[src/rtl/flit_sipo_fifo_pkg.sv]
// rtl/flit_sipo_fifo_pkg.sv - shared constants, receive state enum and sizing helper
// for the flit reassembly FIFO.
package flit_pkg;

   localparam int DEF_WIDTH   = 32;
   localparam int DEF_HEIGHT  = 16;
   localparam int DEF_INWIDTH = 8;

   // Counter width for n flits; never narrower than one bit.
   function automatic int flit_cnt_w(input int n);
      return (n > 2) ? $clog2(n) : 1;
   endfunction

   localparam int FLITS_PER_WORD = DEF_WIDTH / DEF_INWIDTH;
   localparam int FLIT_CNT_W     = flit_cnt_w(FLITS_PER_WORD);

   typedef enum logic {
      COLLECT = 1'b0,
      HOLD    = 1'b1
   } rx_state_t;

endpackage

[src/rtl/flit_sipo_fifo_if.sv]
// rtl/flit_sipo_fifo_if.sv - flit input channel plus word-side read port.
// The master is the side that drives flits and pops words.
interface flit_sipo_fifo_if #(
   parameter int WIDTH   = 32,
   parameter int HEIGHT  = 16,
   parameter int INWIDTH = 8
);
   localparam int CNT_W = $clog2(HEIGHT) + 1;

   logic [INWIDTH-1:0] flit_in;
   logic               flit_valid;
   logic               flit_ready;
   logic               re;
   logic [WIDTH-1:0]   data_out;
   logic               full;
   logic               empty;
   logic [CNT_W-1:0]   count;
   logic               assembling;

   modport master (
      output flit_in, flit_valid, re,
      input  flit_ready, data_out, full, empty, count, assembling
   );

   modport slave (
      input  flit_in, flit_valid, re,
      output flit_ready, data_out, full, empty, count, assembling
   );
endinterface

[src/rtl/flit_sipo_fifo_word_fifo.sv]
// rtl/flit_sipo_fifo_word_fifo.sv - word FIFO with combinational head read.
// Pointers wrap naturally at HEIGHT (power of two); the head reads as zero when empty.
module sipo_word_fifo #(
   parameter int WIDTH  = 32,
   parameter int HEIGHT = 16
) (
   input  logic                      clock,
   input  logic                      reset,
   input  logic                      push,
   input  logic [WIDTH-1:0]          push_data,
   input  logic                      pop_req,
   output logic [WIDTH-1:0]          data_out,
   output logic                      full,
   output logic                      empty,
   output logic [$clog2(HEIGHT):0]   count
);
   localparam int PW = $clog2(HEIGHT);

   logic [WIDTH-1:0] mem_q [HEIGHT];
   logic [PW-1:0]    wr_ptr_q, wr_ptr_d;
   logic [PW-1:0]    rd_ptr_q, rd_ptr_d;
   logic [PW:0]      count_q, count_d;
   logic             pop;

   assign empty    = (count_q == '0);
   assign full     = (count_q == (PW+1)'(HEIGHT));
   assign pop      = pop_req && !empty;
   assign count    = count_q;
   assign data_out = empty ? '0 : mem_q[rd_ptr_q];

   always_comb begin
      wr_ptr_d = wr_ptr_q + PW'(push);
      rd_ptr_d = rd_ptr_q + PW'(pop);
      count_d  = count_q;
      unique case ({push, pop})
         2'b10:   count_d = count_q + 1'b1;
         2'b01:   count_d = count_q - 1'b1;
         default: count_d = count_q;
      endcase
   end

   always_ff @(posedge clock or posedge reset) begin
      if (reset) begin
         wr_ptr_q <= '0;
         rd_ptr_q <= '0;
         count_q  <= '0;
      end else begin
         wr_ptr_q <= wr_ptr_d;
         rd_ptr_q <= rd_ptr_d;
         count_q  <= count_d;
      end
   end

   // Storage needs no reset: the empty gate on data_out hides stale entries.
   always_ff @(posedge clock) begin
      if (push) begin
         mem_q[wr_ptr_q] <= push_data;
      end
   end
endmodule

[src/rtl/flit_sipo_fifo.sv]
// rtl/flit_sipo_fifo.sv - reassembles MSB-first flits into words and buffers them;
// a completed word that cannot enter a full FIFO is parked in hold_q until a slot frees.
module flit_sipo_fifo
   import flit_pkg::*;
#(
   parameter int WIDTH   = DEF_WIDTH,
   parameter int HEIGHT  = DEF_HEIGHT,
   parameter int INWIDTH = DEF_INWIDTH
) (
   input  logic            clock,
   input  logic            reset,
   flit_sipo_fifo_if.slave bus
);
   localparam int FLITS = WIDTH / INWIDTH;
   localparam int CW    = flit_cnt_w(FLITS);
   localparam logic [CW-1:0] LAST_CNT = CW'(FLITS - 1);

   rx_state_t                state_q, state_d;
   logic [CW-1:0]            cnt_q, cnt_d;
   logic [WIDTH-INWIDTH-1:0] shreg_q, shreg_d;
   logic [WIDTH-1:0]         hold_q, hold_d;

   logic [WIDTH-1:0] word;
   logic [WIDTH-1:0] push_data;
   logic             push;
   logic             can_push;
   logic             fifo_full;
   logic             fifo_empty;

   // Only the low bits of the shift register survive into a word, so only they are stored.
   assign word     = {shreg_q, bus.flit_in};
   assign can_push = !fifo_full || (bus.re && !fifo_empty);

   always_comb begin
      state_d   = state_q;
      cnt_d     = cnt_q;
      shreg_d   = shreg_q;
      hold_d    = hold_q;
      push      = 1'b0;
      push_data = hold_q;
      unique case (state_q)
         COLLECT: begin
            if (bus.flit_valid) begin
               shreg_d = word[WIDTH-INWIDTH-1:0];
               if (cnt_q == LAST_CNT) begin
                  cnt_d = '0;
                  if (can_push) begin
                     push      = 1'b1;
                     push_data = word;
                  end else begin
                     hold_d  = word;
                     state_d = HOLD;
                  end
               end else begin
                  cnt_d = cnt_q + 1'b1;
               end
            end
         end
         HOLD: begin
            if (can_push) begin
               push    = 1'b1;
               state_d = COLLECT;
            end
         end
         default: state_d = COLLECT;
      endcase
   end

   always_ff @(posedge clock or posedge reset) begin
      if (reset) begin
         state_q <= COLLECT;
         cnt_q   <= '0;
         shreg_q <= '0;
         hold_q  <= '0;
      end else begin
         state_q <= state_d;
         cnt_q   <= cnt_d;
         shreg_q <= shreg_d;
         hold_q  <= hold_d;
      end
   end

   sipo_word_fifo #(
      .WIDTH  (WIDTH),
      .HEIGHT (HEIGHT)
   ) u_fifo (
      .clock     (clock),
      .reset     (reset),
      .push      (push),
      .push_data (push_data),
      .pop_req   (bus.re),
      .data_out  (bus.data_out),
      .full      (fifo_full),
      .empty     (fifo_empty),
      .count     (bus.count)
   );

   assign bus.full       = fifo_full;
   assign bus.empty      = fifo_empty;
   assign bus.flit_ready = (state_q == COLLECT);
   assign bus.assembling = (cnt_q != '0);
endmodule
[src/flat_wrapper.sv]
// flat-port wrapper written by rule: the top's interface ports become plain ports
module flit_sipo_fifo_flat import flit_pkg::*;
#(
   parameter int WIDTH   = DEF_WIDTH,
   parameter int HEIGHT  = DEF_HEIGHT,
   parameter int INWIDTH = DEF_INWIDTH
)
  (clock, reset, bus_flit_in, bus_flit_valid, bus_re, bus_flit_ready, bus_data_out, bus_full, bus_empty, bus_count, bus_assembling);
  flit_sipo_fifo_if #(.WIDTH(WIDTH), .HEIGHT(HEIGHT), .INWIDTH(INWIDTH)) bus_i ();
  input  logic clock;
  input  logic reset;
  input wire logic [$bits(bus_i.flit_in)-1:0] bus_flit_in;
  input wire logic [$bits(bus_i.flit_valid)-1:0] bus_flit_valid;
  input wire logic [$bits(bus_i.re)-1:0] bus_re;
  output wire logic [$bits(bus_i.flit_ready)-1:0] bus_flit_ready;
  output wire logic [$bits(bus_i.data_out)-1:0] bus_data_out;
  output wire logic [$bits(bus_i.full)-1:0] bus_full;
  output wire logic [$bits(bus_i.empty)-1:0] bus_empty;
  output wire logic [$bits(bus_i.count)-1:0] bus_count;
  output wire logic [$bits(bus_i.assembling)-1:0] bus_assembling;
  assign bus_i.flit_in = bus_flit_in;
  assign bus_i.flit_valid = bus_flit_valid;
  assign bus_i.re = bus_re;
  assign bus_flit_ready = bus_i.flit_ready;
  assign bus_data_out = bus_i.data_out;
  assign bus_full = bus_i.full;
  assign bus_empty = bus_i.empty;
  assign bus_count = bus_i.count;
  assign bus_assembling = bus_i.assembling;
  flit_sipo_fifo #(.WIDTH(WIDTH), .HEIGHT(HEIGHT), .INWIDTH(INWIDTH)) u_core (.clock(clock), .reset(reset), .bus(bus_i));
endmodule
[config.mk]
export PLATFORM = sky130hd
export DESIGN_NAME = flit_sipo_fifo_flat
export DESIGN_NICKNAME = d
export VERILOG_FILES = /design/src/rtl/flit_sipo_fifo_pkg.sv /design/src/rtl/flit_sipo_fifo_if.sv /design/src/rtl/flit_sipo_fifo_word_fifo.sv /design/src/rtl/flit_sipo_fifo.sv /design/src/flat_wrapper.sv
export SDC_FILE = /design/constraint.sdc
export NUM_CORES = 1
export LEC_CHECK = 0
export CAP_MARGIN = 40
export CORE_MARGIN = 4
export CORE_UTILIZATION = 55
export DETAILED_ROUTE_END_ITERATION = 8
export GPL_TIMING_DRIVEN = 0
export PLACE_DENSITY_LB_ADDON = 0.2
export REMOVE_ABC_BUFFERS = 1
export SETUP_SLACK_MARGIN = 0.05
export SLEW_MARGIN = 40
export SYNTH_ARGS = -nofsm -noshare
export SYNTH_HDL_FRONTEND = slang
export SYNTH_SLANG_ARGS = --single-unit
[constraint.sdc]
create_clock -name clock -period 5.6 [get_ports clock]
set_input_delay 1.12 -clock clock [delete_from_list [all_inputs] [get_ports clock]]
set_output_delay 1.12 -clock clock [all_outputs]
set_load 0.02 [all_outputs]
==> impl_metrics.toml, run 1 <==
[run_status]
status = "complete, no violations"

[pwr]
p_leak_nw = 9.32
vdd_ir_drop_max_uv = 324
p_per_area_nw_per_um2 = 495

[floorplan]
dieArea_sq_um = 44900
die_w_um = 212
rows = 74
initial_utilization_pct = 55.8
fp.dieH_um = 212
coreArea_sq_um = 40900
num_io_pins = 53

[clock_network]
clk_latency_ns = 0.60
cts-buffers-inserted = 58
ctsLongestPathBuffers = 3
post-cts-setup-buffers = 0
htreeDepth = 2
cts_sinks = 584
clkSlewWorstSetupHoldPaths_ns = 0.06
cts_resized = 0
cts_tree = "done"
cts_hold_buf = 0
root_buffer = "clkbuf_16"

[grt]
grt_remaining_overflow = 0
track_usage_pct = 22.1
grt_max_degree = 43
grt_pass1_wl_um = 73000
grt_pass1_vias = 11400
grt_antenna_before_repair = 0

[synthesis]
yosys.area.top_type = "edfxtp_1"
synth_ff_type = "edfxtp_1"
yosys_warnings = 0
synthArstFlopShare_pct = 12.3
synth_xor_area_share_pct = 0.383
synth.distinct_cells = 41
synthCells = 1050
synth_seq_cells = 584
synth_edf_count = 512
yosysSeqAreaShare_pct = 75.2
synth-compound-area-share_pct = 1.86
synthAdderAreaFrac_pct = 0.493
syn-mean-instance-area_sq_um = 21.8
syn_area_sq_um = 22800
yosysTopAreaCellShare_pct = 67.3
synth_top_family_by_area = "multiplexers"
ys_top_cells_by_area = "edfxtp_1 (67%), mux4_2 (12%), dfrtp_1 (7.9%), mux2_2 (4.4%), mux2_1 (1.5%)"
muxShareOfSynthArea_pct = 18.5
synthSimpleGateAreaFrac_pct = 2.15

[setup_path]
path_max_fanout = 30
crit_family = "buffers and inverters"
slowest_delay_ns = 0.66
cp.arrival_ns = 3.51
cp_slowest_cell = "dfrtp_4"
critPathLaunchType = "flop"
crit_top_cell = "buf_12"
cp_data_required_time_ns = 4.48
crit_type = "flop to primary output"
endpoint_kind = "primary output"
worstPathCellList = "buf_12 -> buf_12 -> mux4_2 -> mux2_2 -> a221o_1 -> clkdlybuf4s50_1"
timing.critical_path.buf_inv = 3

[drt]
dr.pass1.iters = 5
vias = 10900
route.detailed.drc = 0
wirelength_um = 48300
vias_per_cell = 6.15
wl_per_cell_um = 27.2
drtAntennaViolNets = 0
drt_iter0_markers = 1103

[sta]
finalMaxSlewViolations = 0
fmax_ghz = 0.216
relSlewSlack_pct = 54.8
fin_worst_skew_ns = 0.0213
fin_ws_ns = 0.967
rsz0062_at_grt = "false"
hold_violations = 0
tightest_slew_ns = 0.676
setup_viol_count_final = 0
finalCritPeriodShare_pct = 82.7
min_period_ns = 4.63

[final_layout]
fin_cells = 1777
antennaDiodeCount = 0
area_growth_pct = 18.5
fin_nets = 1218
final_util_pct = 66.2
drive_gt1_share_pct = 33.0
fill_cells = 2677

[placed_design]
post-place-ws_ns = 1.36
globalplace.congestion = 0.706
post-dp-hpwl_um = 31900
portBuffers = 52
dpl.cell_count = 1669

[worst_hold_path]
hold_path_class = "flop to flop"

[run]
max_cap_violations = 0
-- registers in the layout, indices dropped and copies added, names as in the netlist --
name,flops
u_core.cnt_q,2
u_core.hold_q,32
u_core.shreg_q,24
u_core.state_q,1
u_core.u_fifo.count,5
u_core.u_fifo.mem_q,512
u_core.u_fifo.rd_ptr_q,4
u_core.u_fifo.wr_ptr_q,4
-- Yosys cell counts (7+ instances only) --
master,instances
edfxtp_1,512
mux4_2,125
mux2_2,90
dfrtp_1,72
a221o_1,31
mux2_1,30
nor2b_1,29
buf_2,21
nor2_1,18
clkbuf_1,16
buf_1,13
ha_1,9
inv_1,8
nor3_1,7
xor2_1,7
-- final cells by class --
class	instances	area (sq um)	share of cell area (%)
sequential	584	17200	63.5
multi-input combinational	401	5480	20.2
timing repair buffer	144	1920	7.08
clock buffer	83	1600	5.90
tap	532	666	2.46
clock inverter	25	196	0.726
inverter	8	35.0	0.129
-- cells in the final DEF, fill, tap and decap left out, types with 9 or more instances in the layout --
| cell type | n |
|---|---|
| a221o_1 | 31 |
| buf_12 | 11 |
| buf_16 | 24 |
| buf_2 | 9 |
| buf_4 | 32 |
| buf_8 | 13 |
| clkbuf_1 | 21 |
| clkbuf_16 | 59 |
| clkdlybuf4s50_1 | 52 |
| clkinv_1 | 11 |
| clkinv_2 | 9 |
| dfrtp_1 | 69 |
| edfxtp_1 | 512 |
| ha_1 | 9 |
| mux2_1 | 30 |
| mux2_2 | 90 |
| mux4_2 | 125 |
| nor2_4 | 13 |
| nor2b_1 | 28 |
-- where the power goes --
group          leakage, nW  switching, mW  internal, mW
clock network        0.879           1.56          2.11
registers             5.65          0.286          5.26
logic                 2.79           2.06          2.12
total                 9.32           3.91          9.49
-- layer usage --
| layer | wire [um] | GRT usage [%] | up-vias |
|---|---|---|---|
| li1 | - | - | 4642 |
| met1 | 20800 | 33.2 | 5816 |
| met2 | 23500 | 34.8 | 396 |
| met3 | 2950 | 3.81 | 77 |
| met4 | 1020 | 5.64 | 0 |
| met5 | 0 | 0 | - |
-- path summary, 6_finish.rpt --
path	startpoint	to	slack (ns)	cells after the start
min in group asynchronous	reset	u_core.hold_q[0]	0.87	2
max in group asynchronous	reset	u_core.hold_q[11]	4.18	3
hold reg to reg	u_core.hold_q[8]	u_core.hold_q[8]	0.50	1
setup reg to reg	u_core.u_fifo.count[3]	u_core.u_fifo.mem_q[6][19]	2.36	8
hold / removal	u_core.hold_q[8]	u_core.hold_q[8]	0.50	1
setup / recovery	u_core.u_fifo.rd_ptr_q[1]	bus_data_out[12]	0.97	6
-- stage by stage --
| stage | hold WS (ns) | power (mW) | cell area (sq um) | setup TNS (ns) |
|---|---|---|---|---|
| 2_1_floorplan | 0.472 | 8.41 | 22500 | -26.69 |
| 3_3_place_gp | 0.480 | 9.88 | 23700 | -1323.24 |
| 3_5_place_dp | 0.486 | 9.88 | 25300 | 0 |
| 4_1_cts | 0.499 | 13.6 | 27100 | 0 |
| 5_1_grt | 0.519 | 14.0 | 27100 | 0 |
| 6_report | 0.497 | 13.4 | 27100 | 0 |
-- logic make-up after synthesis --
| logic type | Yosys count |
|---|---|
| compound gates | 46 |
| xor+xnor | 10 |
| fa+ha+maj | 9 |
| buf+inv | 65 |
| flops | 584 |
| mux | 251 |
| simple gates | 85 |
No activity file was read; power rests on OpenSTA's default activity.
==> inputs of run 2 (changes only) <==
Clock period 5.6 ns to 4.1 ns, I/O delays scaled along.
==> impl_metrics.toml, run 2 (synthesis gave the netlist of run 1 again) <==
[grt]
grt_antenna_before_repair = 0
grt_max_degree = 43
grt_remaining_overflow = 0
grt_pass1_wl_um = 74600
grt_pass1_vias = 11500
track_usage_pct = 22.7

[placed_design]
globalplace.congestion = 0.706
dpl.cell_count = 1669
place_area_sq_um = 25300
post-dp-hpwl_um = 31900
portBuffers = 52

[floorplan]
initial_utilization_pct = 55.8
die_w_um = 212
rows = 74
coreArea_sq_um = 40900
fp.dieH_um = 212
num_io_pins = 53
dieArea_sq_um = 44900

[drt]
route.detailed.drc = 0
top_layer_used = "met4"
drt-met1-wl_um = 21200
vias = 11100
dr.pass1.iters = 5
vias_per_cell = 6.21
drt_iter0_markers = 1100
route.met2.wl_um = 24000
wl_met3_um = 3190
drtAntennaViolNets = 0
wl_per_cell_um = 27.7
wirelength_um = 49600

[clock_network]
ctsLongestPathBuffers = 3
htreeDepth = 2
root_buffer = "clkbuf_16"
clkSlewWorstSetupHoldPaths_ns = 0.06
cts_sinks = 584
cts_tree = "done"
clk_latency_ns = 0.60
cts-buffers-inserted = 58

[setup_path]
cp_data_required_time_ns = 3.28
cp_slowest_cell = "dfrtp_1"
crit_type = "flop to primary output"
timing.critical_path.buf_inv = 4
r2r_slack_ns = 0.87
critPathLaunchType = "flop"
reg2reg_depth = 8
path_max_fanout = 8
cp.arrival_ns = 3.08
crit_top_cell = "buf_4"
crit_family = "buffers and inverters"
reg2reg_to = "u_core.u_fifo.mem_q[6][19]"
path_depth = 8
slowest_delay_ns = 0.46
endpoint_kind = "primary output"
worstPathCellList = "or3_4 -> nor3_4 -> nor3_2 -> buf_4 -> buf_2 -> buf_4 -> a221o_1 -> dlygate4sd2_1"
rr_startpoint = "u_core.u_fifo.count[3]"

[pwr]
total_power_mw = 18.4
p_leak_nw = 9.55
p_per_area_nw_per_um2 = 674
vdd_ir_drop_max_uv = 467

[final_layout]
fin_nets = 1228
largest_reg_flops = 512
fin_area_sq_um = 27200
drive_gt1_share_pct = 33.5
largest_registers = "u_core.u_fifo.mem_q x512, u_core.hold_q x32, u_core.shreg_q x24"
layout_commonest_cell = "edfxtp_1"
regArea_sq_um = 17200
area_growth_pct = 19.2
fill_cells = 2666
antennaDiodeCount = 0
fin_cells = 1787
largest_register = "u_core.u_fifo.mem_q"
layout_common_cells = "edfxtp_1 (512), mux4_2 (125), mux2_2 (90)"
final_util_pct = 66.5
multi_input_area_sq_um = 5480

[run_status]
status = "complete, no violations"

[sta]
tightest_slew_ns = 0.667
fmax_ghz = 0.256
setup_viol_count_final = 0
finalMaxSlewViolations = 0
rsz0062_at_grt = "false"
hold_violations = 0
min_period_ns = 3.90
relSlewSlack_pct = 55.4
fin_worst_skew_ns = 0.0189
finalHoldWorstSlack_ns = 0.497
finalCritPeriodShare_pct = 95.1

[run]
max_cap_violations = 0

[worst_hold_path]
worstHoldPathCells = 1
min-delay-start = "u_core.hold_q[10]"
hold_path_class = "flop to flop"
hold_end = "u_core.hold_q[10]"
[run 2: final cells by class]
cell class / count / area share, %
repair buffers: 154 / 7.61
flip-flops and latches: 584 / 63.1
inverters: 8 / 0.129
well taps: 532 / 2.44
clock buffers: 83 / 5.86
multi-input cells: 401 / 20.1
clock inverters: 25 / 0.721
[run 2: worst max path at each step]
stage | slack, ns | endpoint | from
final | 0.20 | bus_data_out[5] | u_core.u_fifo.count[2]
after floorplan | -2.06 | bus_data_out[30] | u_core.u_fifo.rd_ptr_q[1]
after detailed placement | 0.16 | u_core.u_fifo.mem_q[6][19] | bus_re
after global routing | 0.08 | bus_data_out[5] | u_core.u_fifo.count[2]
after CTS | 0.05 | bus_data_out[3] | u_core.u_fifo.rd_ptr_q[1]
after global placement | -5.40 | bus_data_out[17] | u_core.u_fifo.rd_ptr_q[3]
[run 2: power by group]
group | total, mW | internal (mW) | switching, mW
registers | 7.44 | 7.19 | 0.255
clock network | 5.02 | 2.89 | 2.13
logic | 5.90 | 2.88 | 3.03
[run 2: metrics by stage]
stage / setup TNS (ns) / worst slack (ns)
final: 0 / 0.200
after global routing: 0 / 0.0796
after CTS: 0 / 0.0533
after detailed placement: 0 / 0.162
after global placement: -2641.24 / -5.40
after floorplan: -75.87 / -2.06
[run 2: metal layers]
layer	vias to the layer above	GRT usage, %
li1	4661	-
met1	5946	33.8
met2	412	35.6
met3	84	3.99
met4	0	6.00
met5	-	0
[run 2: repair_timing]
action,in CTS,in global routing
setup endpoints to repair,31,9
gates cloned,2,0
setup buffers,8,0
pin swaps,2,0
resized for setup,22,10
hold buffers,0,0
[run 2: worst register-to-register path, stage by stage (launching register included)]
cell and delay [ns]:
dfrtp_1 0.60, nor3b_2 0.12, a21oi_1 0.44, nand3_1 0.43, nor3_2 0.50, buf_4 0.26
buf_2 0.17, buf_2 0.22, buf_4 0.21
==> inputs of run 3 (changes only) <==
Settings changed: CTS_CLUSTER_DIAMETER from default to 30.
==> impl_metrics.toml, run 3 (synthesis gave the netlist of run 1 again) <==
[placed_design]
place_area_sq_um = 25300
post-dp-hpwl_um = 31900
portBuffers = 52
globalplace.congestion = 0.706
dpl.cell_count = 1669

[worst_hold_path]
hold_end = "u_core.hold_q[8]"
min-delay-start = "u_core.hold_q[8]"
hold_path_class = "flop to flop"
worstHoldPathCells = 1

[grt]
grt_pass1_vias = 12400
grt_antenna_before_repair = 1
grt_pass1_wl_um = 79400
track_usage_pct = 24.1
grt_remaining_overflow = 0
grt_max_degree = 43

[setup_path]
critPathLaunchType = "flop"
r2r_slack_ns = 0.74
rr_startpoint = "u_core.u_fifo.count[3]"
reg2reg_to = "u_core.u_fifo.mem_q[6][28]"
path_max_fanout = 10
cp.arrival_ns = 3.13
reg2reg_depth = 8
cp_data_required_time_ns = 3.28
endpoint_kind = "primary output"
crit_type = "flop to primary output"

[drt]
drtAntennaViolNets = 0
drt_iter0_markers = 1328
vias = 11600
route.detailed.drc = 0
wl_per_cell_um = 27.8
wirelength_um = 52400
dr.pass1.iters = 5
vias_per_cell = 6.13

[floorplan]
initial_utilization_pct = 55.8
fp.dieH_um = 212
rows = 74
coreArea_sq_um = 40900
num_io_pins = 53
die_w_um = 212
dieArea_sq_um = 44900

[clock_network]
root_buffer = "clkbuf_16"
ctsLongestPathBuffers = 3
clkSlewWorstSetupHoldPaths_ns = 0.05
cts-buffers-inserted = 108
htreeDepth = 3
clk_latency_ns = 0.63
cts_hold_buf = 0
cts_tree = "done"
cts_sinks = 584

[sta]
finalHoldWorstSlack_ns = 0.495
tightest_slew_ns = 0.680
min_period_ns = 3.95
fmax_ghz = 0.253
setup_viol_count_final = 0
hold_violations = 0
rsz0062_at_grt = "false"
finalMaxSlewViolations = 0
finalCritPeriodShare_pct = 96.5
fin_worst_skew_ns = 0.0186
relSlewSlack_pct = 54.5

[final_layout]
largest_reg_flops = 512
antennaDiodeCount = 0
drive_gt1_share_pct = 39.1
layout_commonest_cell = "edfxtp_1"
layout_common_cells = "edfxtp_1 (512), mux4_2 (125), clkbuf_16 (108)"
fin_nets = 1279
fin_area_sq_um = 29200
largest_registers = "u_core.u_fifo.mem_q x512, u_core.hold_q x32, u_core.shreg_q x24"
area_growth_pct = 27.9
largest_register = "u_core.u_fifo.mem_q"
fin_cells = 1884

[pwr]
total_power_mw = 22.5
p_leak_nw = 10.4
vdd_ir_drop_max_uv = 593
p_per_area_nw_per_um2 = 770

[run_status]
status = "complete, no violations"

[run]
max_cap_violations = 0
## run 3: cell count changes in the layout (fill, tap and decap cells not counted), moves of 8 or more
cell,change
clkbuf_1,-15
clkinvlp_4,+14
clkbuf_16,+49
clkinv_2,+8
bufinv_16,+16
inv_6,+11
## run 3: worst max-delay path, stage by stage (launching register included)
cell	delay (ns)
dfrtp_2	0.45
or3_4	0.45
o311ai_4	0.36
buf_4	0.19
buf_4	0.20
and2b_1	0.21
a221o_1	0.30
dlygate4sd2_1	0.34
## run 3: area by class of cell
cell class                 instances  area (sq um)
clock buffer                     115          2740
tap                              532           666
timing repair buffer             155          2040
clock inverter                    89          1060
multi-input combinational        401          5480
sequential                       584         17200
fill                            2386         11700
inverter                           8          35.0
## run 3: timing repair
item	4_1_cts	5_1_grt
setup buffers	9	0
pin swaps	2	0
endpoints found under the setup margin	31	3
resized for setup	29	4
gates cloned	2	0
endpoints found under the hold margin	0	0
## run 3: worst max-delay path by stage
| stage | start | end | slack (ns) | depth (start not counted) |
|---|---|---|---|---|
| after detailed placement | bus_re | u_core.u_fifo.mem_q[6][19] | 0.16 | 9 |
| after global routing | u_core.u_fifo.count[2] | bus_data_out[0] | 0.06 | 7 |
| final | u_core.u_fifo.count[2] | bus_data_out[0] | 0.15 | 7 |
| after floorplan | u_core.u_fifo.rd_ptr_q[1] | bus_data_out[30] | -2.06 | 3 |
| after CTS | u_core.u_fifo.count[2] | bus_data_out[23] | 0.05 | 7 |
| after global placement | u_core.u_fifo.rd_ptr_q[3] | bus_data_out[17] | -5.40 | 3 |
## run 3: metal layers
metal / wire, um / GRT usage (%) / vias to the layer above / part of all wire, %
met4: 1240 / 7.53 / 0 / 2.4
met5: 0 / 0 / - / 0
li1: - / - / 4827 / -
met1: 21800 / 34.5 / 6129 / 42
met2: 26100 / 38.5 / 505 / 50
met3: 3350 / 4.80 / 93 / 6.4
## run 3: power by group
part           internal (mW)  switching [mW]
Clock                   6.06            3.05
Combinational           2.84            3.07
Sequential              7.21           0.264
## run 3: stage by stage
step                      utilization, %  setup slack, ns  setup TNS [ns]
after floorplan                        -            -2.06          -75.87
after global placement              58.0            -5.40        -2641.24
after detailed placement            61.8            0.162               0
after CTS                           71.4           0.0510               0
after global routing                71.4           0.0579               0
final                               71.4            0.145               0
==> variant 1, RTL diff (flow settings as in run 3) <==
`shreg_q` and `hold_q` no longer have a reset.
--- a/src/rtl/flit_sipo_fifo.sv
+++ b/src/rtl/flit_sipo_fifo.sv
@@ -70,14 +70,15 @@
       if (reset) begin
          state_q <= COLLECT;
          cnt_q   <= '0;
-         shreg_q <= '0;
-         hold_q  <= '0;
       end else begin
          state_q <= state_d;
          cnt_q   <= cnt_d;
-         shreg_q <= shreg_d;
-         hold_q  <= hold_d;
       end
+   end
+
+   always_ff @(posedge clock) begin
+      shreg_q <= shreg_d;
+      hold_q  <= hold_d;
    end
 
    sipo_word_fifo #(
Formal check against the unedited RTL: no difference found for any inputs over 4 cycles, from zero or initial values and one cycle with reset high; that may be too few to reach the edited logic, so the function may still have changed.
==> variant 1 against run 3 <==
Synthesized area is 1.4% lower. Setup slack improved by 0.0062 ns. Wire length shrank 1.4%. Final area is 1.9% lower. Cell count down 2.2%. Sequential cell count unchanged. Highest routed layer unchanged. Power decreased by 5.4%. Sequential power is 4.4% lower. Core utilization is 0.077 points higher. Largest cell class unchanged. Synthesized cell count fell by 6.9%. Critical path type unchanged.
==> variant 1: results <==
<?xml version="1.0" encoding="UTF-8"?>
<metrics>
  <group name="timing">
    <metric name="worst_slew_margin_rel" unit="">0.482</metric>
    <metric name="skew" unit="ns">0.0179</metric>
  </group>
  <group name="logic_synthesis">
    <metric name="number_of_enable_type_register_cells_in_the_synthesized_netlist" unit="">568</metric>
    <metric name="post_synth_main_area_contributors" unit="">sky130_fd_sc_hd__edfxtp_1, sky130_fd_sc_hd__mux4_2, sky130_fd_sc_hd__mux2i_1, sky130_fd_sc_hd__mux2_4, sky130_fd_sc_hd__dfrtp_1</metric>
    <metric name="synth.lib_cells_used.distinct" unit="">40</metric>
    <metric name="synth_sequential_area_ratio" unit="">0.775</metric>
    <metric name="postSynth.asyncResetShare" unit="">0.0274</metric>
  </group>
  <group name="clocking">
    <metric name="cts_buffers" unit="">102</metric>
    <metric name="clk_latency" unit="ns">0.61</metric>
  </group>
  <group name="layout">
    <metric name="total_nets_final" unit="">1254</metric>
    <metric name="biggestRegsByFlops" unit="">u_core.u_fifo.mem_q (512), u_core.hold_q (32), u_core.shreg_q (24)</metric>
    <metric name="drive_gt1_frac" unit="">0.388</metric>
  </group>
  <group name="worst_setup_path">
    <metric name="crit_fanout" unit="">14</metric>
    <metric name="setup.worst_path.start" unit="">u_core.u_fifo.rd_ptr_q[1]$_DFF_PP0_</metric>
    <metric name="crit_slowest_cell" unit="">sky130_fd_sc_hd__clkdlybuf4s50_1</metric>
    <metric name="regToRegStartpoint" unit="">u_core.cnt_q[0]$_DFFE_PP0P_</metric>
    <metric name="slowest_delay" unit="ns">0.54</metric>
  </group>
  <group name="hold_path">
    <metric name="min-delay-start" unit="">u_core.shreg_q[17]$_DFFE_PP_</metric>
  </group>
  <group name="placement">
    <metric name="globalplace.congestion" unit="">0.710</metric>
    <metric name="detailed_place_hpwl" unit="µm">30800</metric>
  </group>
  <group name="global_route">
    <metric name="largest_net_degree_at_the_start_of_global_routing" unit="">33</metric>
    <metric name="number_of_antenna_violations_at_the_first_check_in_global_routing" unit="">0</metric>
    <metric name="track_usage" unit="">0.236</metric>
    <metric name="grt_first_pass_wirelength" unit="µm">76900</metric>
    <metric name="grt_pass1_vias" unit="">11839</metric>
  </group>
  <group name="outcome">
    <metric name="outcome" unit="">finished, final reports clean</metric>
  </group>
  <group name="detailed_routing">
    <metric name="dr.first_iter.drc_count" unit="">1347</metric>
    <metric name="avgViaCountPerCell" unit="">6.13</metric>
  </group>
  <group name="power_and_ir_drop">
    <metric name="total_leakage_power" unit="nW">9.97</metric>
    <metric name="peakVddDrop" unit="mV">0.781</metric>
  </group>
</metrics>
-- variant 1: cell count changes in the layout (fill, tap and decap cells not counted), sizes merged, moves of 13 or more --
cell	delta
mux2	-87
dfrtp	-56
nor2b	-24
o22ai	+33
dlygate4sd2	-27
edfxtp	+56
a221o	-31
buf	+44
mux2i	+58
clkinv	-13
clkdlybuf4s50	+24
-- variant 1: cell type report --
cell class | count | area, µm²
clock buffers | 113 | 2620
clock inverters | 76 | 868
fillers | 2246 | 11400
inverters | 7 | 26.3
multi-input cells | 337 | 4920
flip-flops and latches | 584 | 17500
well taps | 525 | 657
repair buffers | 201 | 2100
-- variant 1: routing by layer --
| layer | vias to the layer above | wire length (µm) | global-route usage | part of all wire |
|---|---|---|---|---|
| met1 | 5954 | 21000 | 0.336 | 0.41 |
| li1 | 4695 | - | - | - |
| met5 | - | 0 | 0 | 0 |
| met4 | 0 | 1170 | 0.0745 | 0.023 |
| met2 | 565 | 25700 | 0.378 | 0.50 |
| met3 | 89 | 3890 | 0.0467 | 0.075 |
-- variant 1: worst paths after layout --
kind	to	slack [ns]	cells past startpoint
max in group asynchronous	u_core.u_fifo.rd_ptr_q[0]$_DFF_PP0_	2.99	2
worst max-delay path	bus_data_out[17]	0.15	7
worst min register to register	u_core.hold_q[25]$_DFFE_PP_	0.46	0
worst max register to register	u_core.u_fifo.mem_q[2][25]$_DFFE_PP_	0.61	11
worst min-delay path	u_core.hold_q[25]$_DFFE_PP_	0.46	0
min in group asynchronous	u_core.u_fifo.rd_ptr_q[3]$_DFF_PP0_	0.61	2
-- variant 1: timing repair --
item	CTS	global route
cloned	3	2
endpoints found under the hold margin	0	0
endpoints found under the setup margin	32	23
pin swaps	2	0
buffers inserted	7	2
gates resized for setup	4	7
-- variant 1: cell families after synthesis --
group,Yosys count,share of synthesized area
DFF,584,0.775
muxes,225,0.178
buffers and inverters,58,0.0133
AOI/OAI and AO/OA,46,0.0128
and+or+nand+nor,46,0.0119
xor gates and xnor gates,10,0.00389
adders and majority gates,9,0.00500
-- variant 1: power by group --
group          internal (mW)  switching, mW
clock                   5.48           2.97
combinational           2.88           2.79
sequential              6.86          0.281
-- variant 1: through the flow --
stage               total power [mW]  setup WS (ns)  std cells  hold slack, ns  instance area, µm²
detailed placement              12.6        -0.0404       1640           0.440               24900
CTS                             21.3         0.0693       1839           0.460               28600
global placement                12.0          -5.85       1504           0.437               23400
floorplan                       10.7          -2.81        927           0.420               22200
finish                          21.3          0.152       1843           0.461               28700
global route                    22.1         0.0555       1843           0.485               28700
==> variant 2, RTL diff (flow settings as in run 3) <==
Without the edit above. Change the package constant `DEF_HEIGHT` from 16 to 8.
--- a/src/rtl/flit_sipo_fifo_pkg.sv
+++ b/src/rtl/flit_sipo_fifo_pkg.sv
@@ -3,7 +3,7 @@
 package flit_pkg;
 
    localparam int DEF_WIDTH   = 32;
-   localparam int DEF_HEIGHT  = 16;
+   localparam int DEF_HEIGHT  = 8;
    localparam int DEF_INWIDTH = 8;
 
    // Counter width for n flits; never narrower than one bit.
Ports: changed (resized bus_count); port bits go from 53 to 52. The function was not compared with the original's and may differ.
==> variant 2 against run 3 <==
Critical endpoint is now bus_data_out[24]. Largest power group is now sequential cells. Final area is 46% lower. Sequential cell count shrank 259. Setup slack better by 0.16 ns. Wire length decreased by 53%. Synthesized area down 43%. Critical path depth unchanged. Sequential share of layout area rose by 0.42 points. Count of clock-buffer cells in the layout is 60 lower. Power decreased by 46%. Register-to-register slack improved by 0.40 ns.
==> variant 2: results <==
<?xml version="1.0" encoding="UTF-8"?>
<metrics>
  <group name="layout">
    <metric name="biggestRegsByFlops" unit="">u_core.u_fifo.mem_q (256), u_core.hold_q (32), u_core.shreg_q (24)</metric>
    <metric name="num-fill-cells" unit="">1367</metric>
    <metric name="total_nets_final" unit="">773</metric>
    <metric name="drive_gt1_frac" unit="">0.338</metric>
  </group>
  <group name="detailed_routing">
    <metric name="dr_total_vias" unit="">6292</metric>
    <metric name="dr.first_iter.drc_count" unit="">369</metric>
  </group>
  <group name="timing">
    <metric name="tightestPinTransition" unit="ns">0.688</metric>
    <metric name="skew" unit="ns">0.0219</metric>
    <metric name="max_clock_freq" unit="MHz">264</metric>
    <metric name="fin_worst_hold_slack" unit="ns">0.480</metric>
  </group>
  <group name="logic_synthesis">
    <metric name="synth_sequential_area_ratio" unit="">0.727</metric>
    <metric name="postSynth.asyncResetShare" unit="">0.212</metric>
    <metric name="synth.lib_cells_used.distinct" unit="">31</metric>
    <metric name="number_of_enable_type_register_cells_in_the_synthesized_netlist" unit="">256</metric>
    <metric name="post_synth_main_area_contributors" unit="">sky130_fd_sc_hd__edfxtp_1, sky130_fd_sc_hd__dfrtp_1, sky130_fd_sc_hd__mux4_2, sky130_fd_sc_hd__mux2_2, sky130_fd_sc_hd__mux2_1</metric>
    <metric name="yosys-top-cells-count" unit="">sky130_fd_sc_hd__edfxtp_1, sky130_fd_sc_hd__dfrtp_1, sky130_fd_sc_hd__mux4_2, sky130_fd_sc_hd__mux2_2, sky130_fd_sc_hd__nor2_1</metric>
  </group>
  <group name="placement">
    <metric name="detailed_place_hpwl" unit="µm">15900</metric>
    <metric name="dp_worst_setup_slack" unit="ns">0.396</metric>
    <metric name="globalplace.congestion" unit="">0.664</metric>
  </group>
  <group name="power_and_ir_drop">
    <metric name="total_leakage_power" unit="nW">5.97</metric>
  </group>
  <group name="global_route">
    <metric name="number_of_antenna_violations_at_the_first_check_in_global_routing" unit="">0</metric>
    <metric name="global_route.usage.met1" unit="">0.268</metric>
    <metric name="gr-usage-met2" unit="">0.351</metric>
    <metric name="grt_pass1_vias" unit="">6999</metric>
    <metric name="met3_usage_in_global_routing" unit="">0.0316</metric>
    <metric name="grt_first_pass_wirelength" unit="µm">40200</metric>
    <metric name="largest_net_degree_at_the_start_of_global_routing" unit="">57</metric>
    <metric name="track_usage" unit="">0.201</metric>
  </group>
  <group name="worst_setup_path">
    <metric name="crit_fanout" unit="">18</metric>
    <metric name="data_arrival_time_of_the_critical_path" unit="ns">2.97</metric>
    <metric name="slowest_delay" unit="ns">0.54</metric>
    <metric name="crit_slowest_cell" unit="">sky130_fd_sc_hd__clkdlybuf4s50_1</metric>
  </group>
  <group name="clocking">
    <metric name="cts_buffers" unit="">46</metric>
    <metric name="cts-htree-levels" unit="">2</metric>
    <metric name="cts_resized" unit="">0</metric>
    <metric name="clk_latency" unit="ns">0.53</metric>
  </group>
  <group name="hold_path">
    <metric name="timing.hold.worst.class" unit="">reg2reg</metric>
  </group>
  <group name="outcome">
    <metric name="outcome" unit="">finished, final reports clean</metric>
  </group>
</metrics>
-- variant 2: cells by family after synthesis --
| logic type | count (synthesis) | share of synthesized area |
|---|---|---|
| compound gates | 6 | 0.00232 |
| xor+xnor | 7 | 0.00473 |
| fa+ha+maj | 9 | 0.00870 |
| buf+inv | 40 | 0.0181 |
| flops | 325 | 0.727 |
| mux | 186 | 0.214 |
| simple gates | 62 | 0.0249 |
-- variant 2: metal layers --
| metal | vias to the layer above | wire (µm) |
|---|---|---|
| li1 | 2766 | - |
| met1 | 3345 | 10500 |
| met2 | 143 | 12900 |
| met3 | 38 | 936 |
| met4 | 0 | 432 |
| met5 | - | 0 |
-- variant 2: worst paths after layout --
path	start	endpoint	cells after the start
min in group asynchronous	reset	u_core.state_q$_DFF_PP0_	2
max in group asynchronous	reset	u_core.hold_q[13]$_DFFE_PP0P_	3
setup reg to reg	u_core.u_fifo.count[0]$_DFFE_PP0P_	u_core.u_fifo.mem_q[1][22]$_DFFE_PP_	9
setup / recovery	u_core.u_fifo.rd_ptr_q[0]$_DFF_PP0_	bus_data_out[24]	7
hold reg to reg	u_core.hold_q[21]$_DFFE_PP0P_	u_core.hold_q[21]$_DFFE_PP0P_	1
hold / removal	u_core.hold_q[21]$_DFFE_PP0P_	u_core.hold_q[21]$_DFFE_PP0P_	1
-- variant 2: final cells by class --
class,instances,share of cell area
clock inverter,30,0.0241
timing repair buffer,102,0.0647
sequential,325,0.593
tap,313,0.0246
multi-input combinational,270,0.212
clock buffer,55,0.0798
inverter,7,0.00197
-- variant 2: report_power, final --
| group | internal, mW | total (mW) | leakage, nW | switching (mW) |
|---|---|---|---|---|
| clock | 2.72 | 4.12 | 0.808 | 1.40 |
| sequential | 4.20 | 4.53 | 3.24 | 0.330 |
| combinational | 1.72 | 3.47 | 1.92 | 1.74 |
-- variant 2: through the flow --
step	area, µm²	cells
3_3_place_gp	13600	966
6_report	15900	1102
3_5_place_dp	14200	1016
5_1_grt	15900	1102
4_1_cts	15900	1102
2_1_floorplan	12700	602
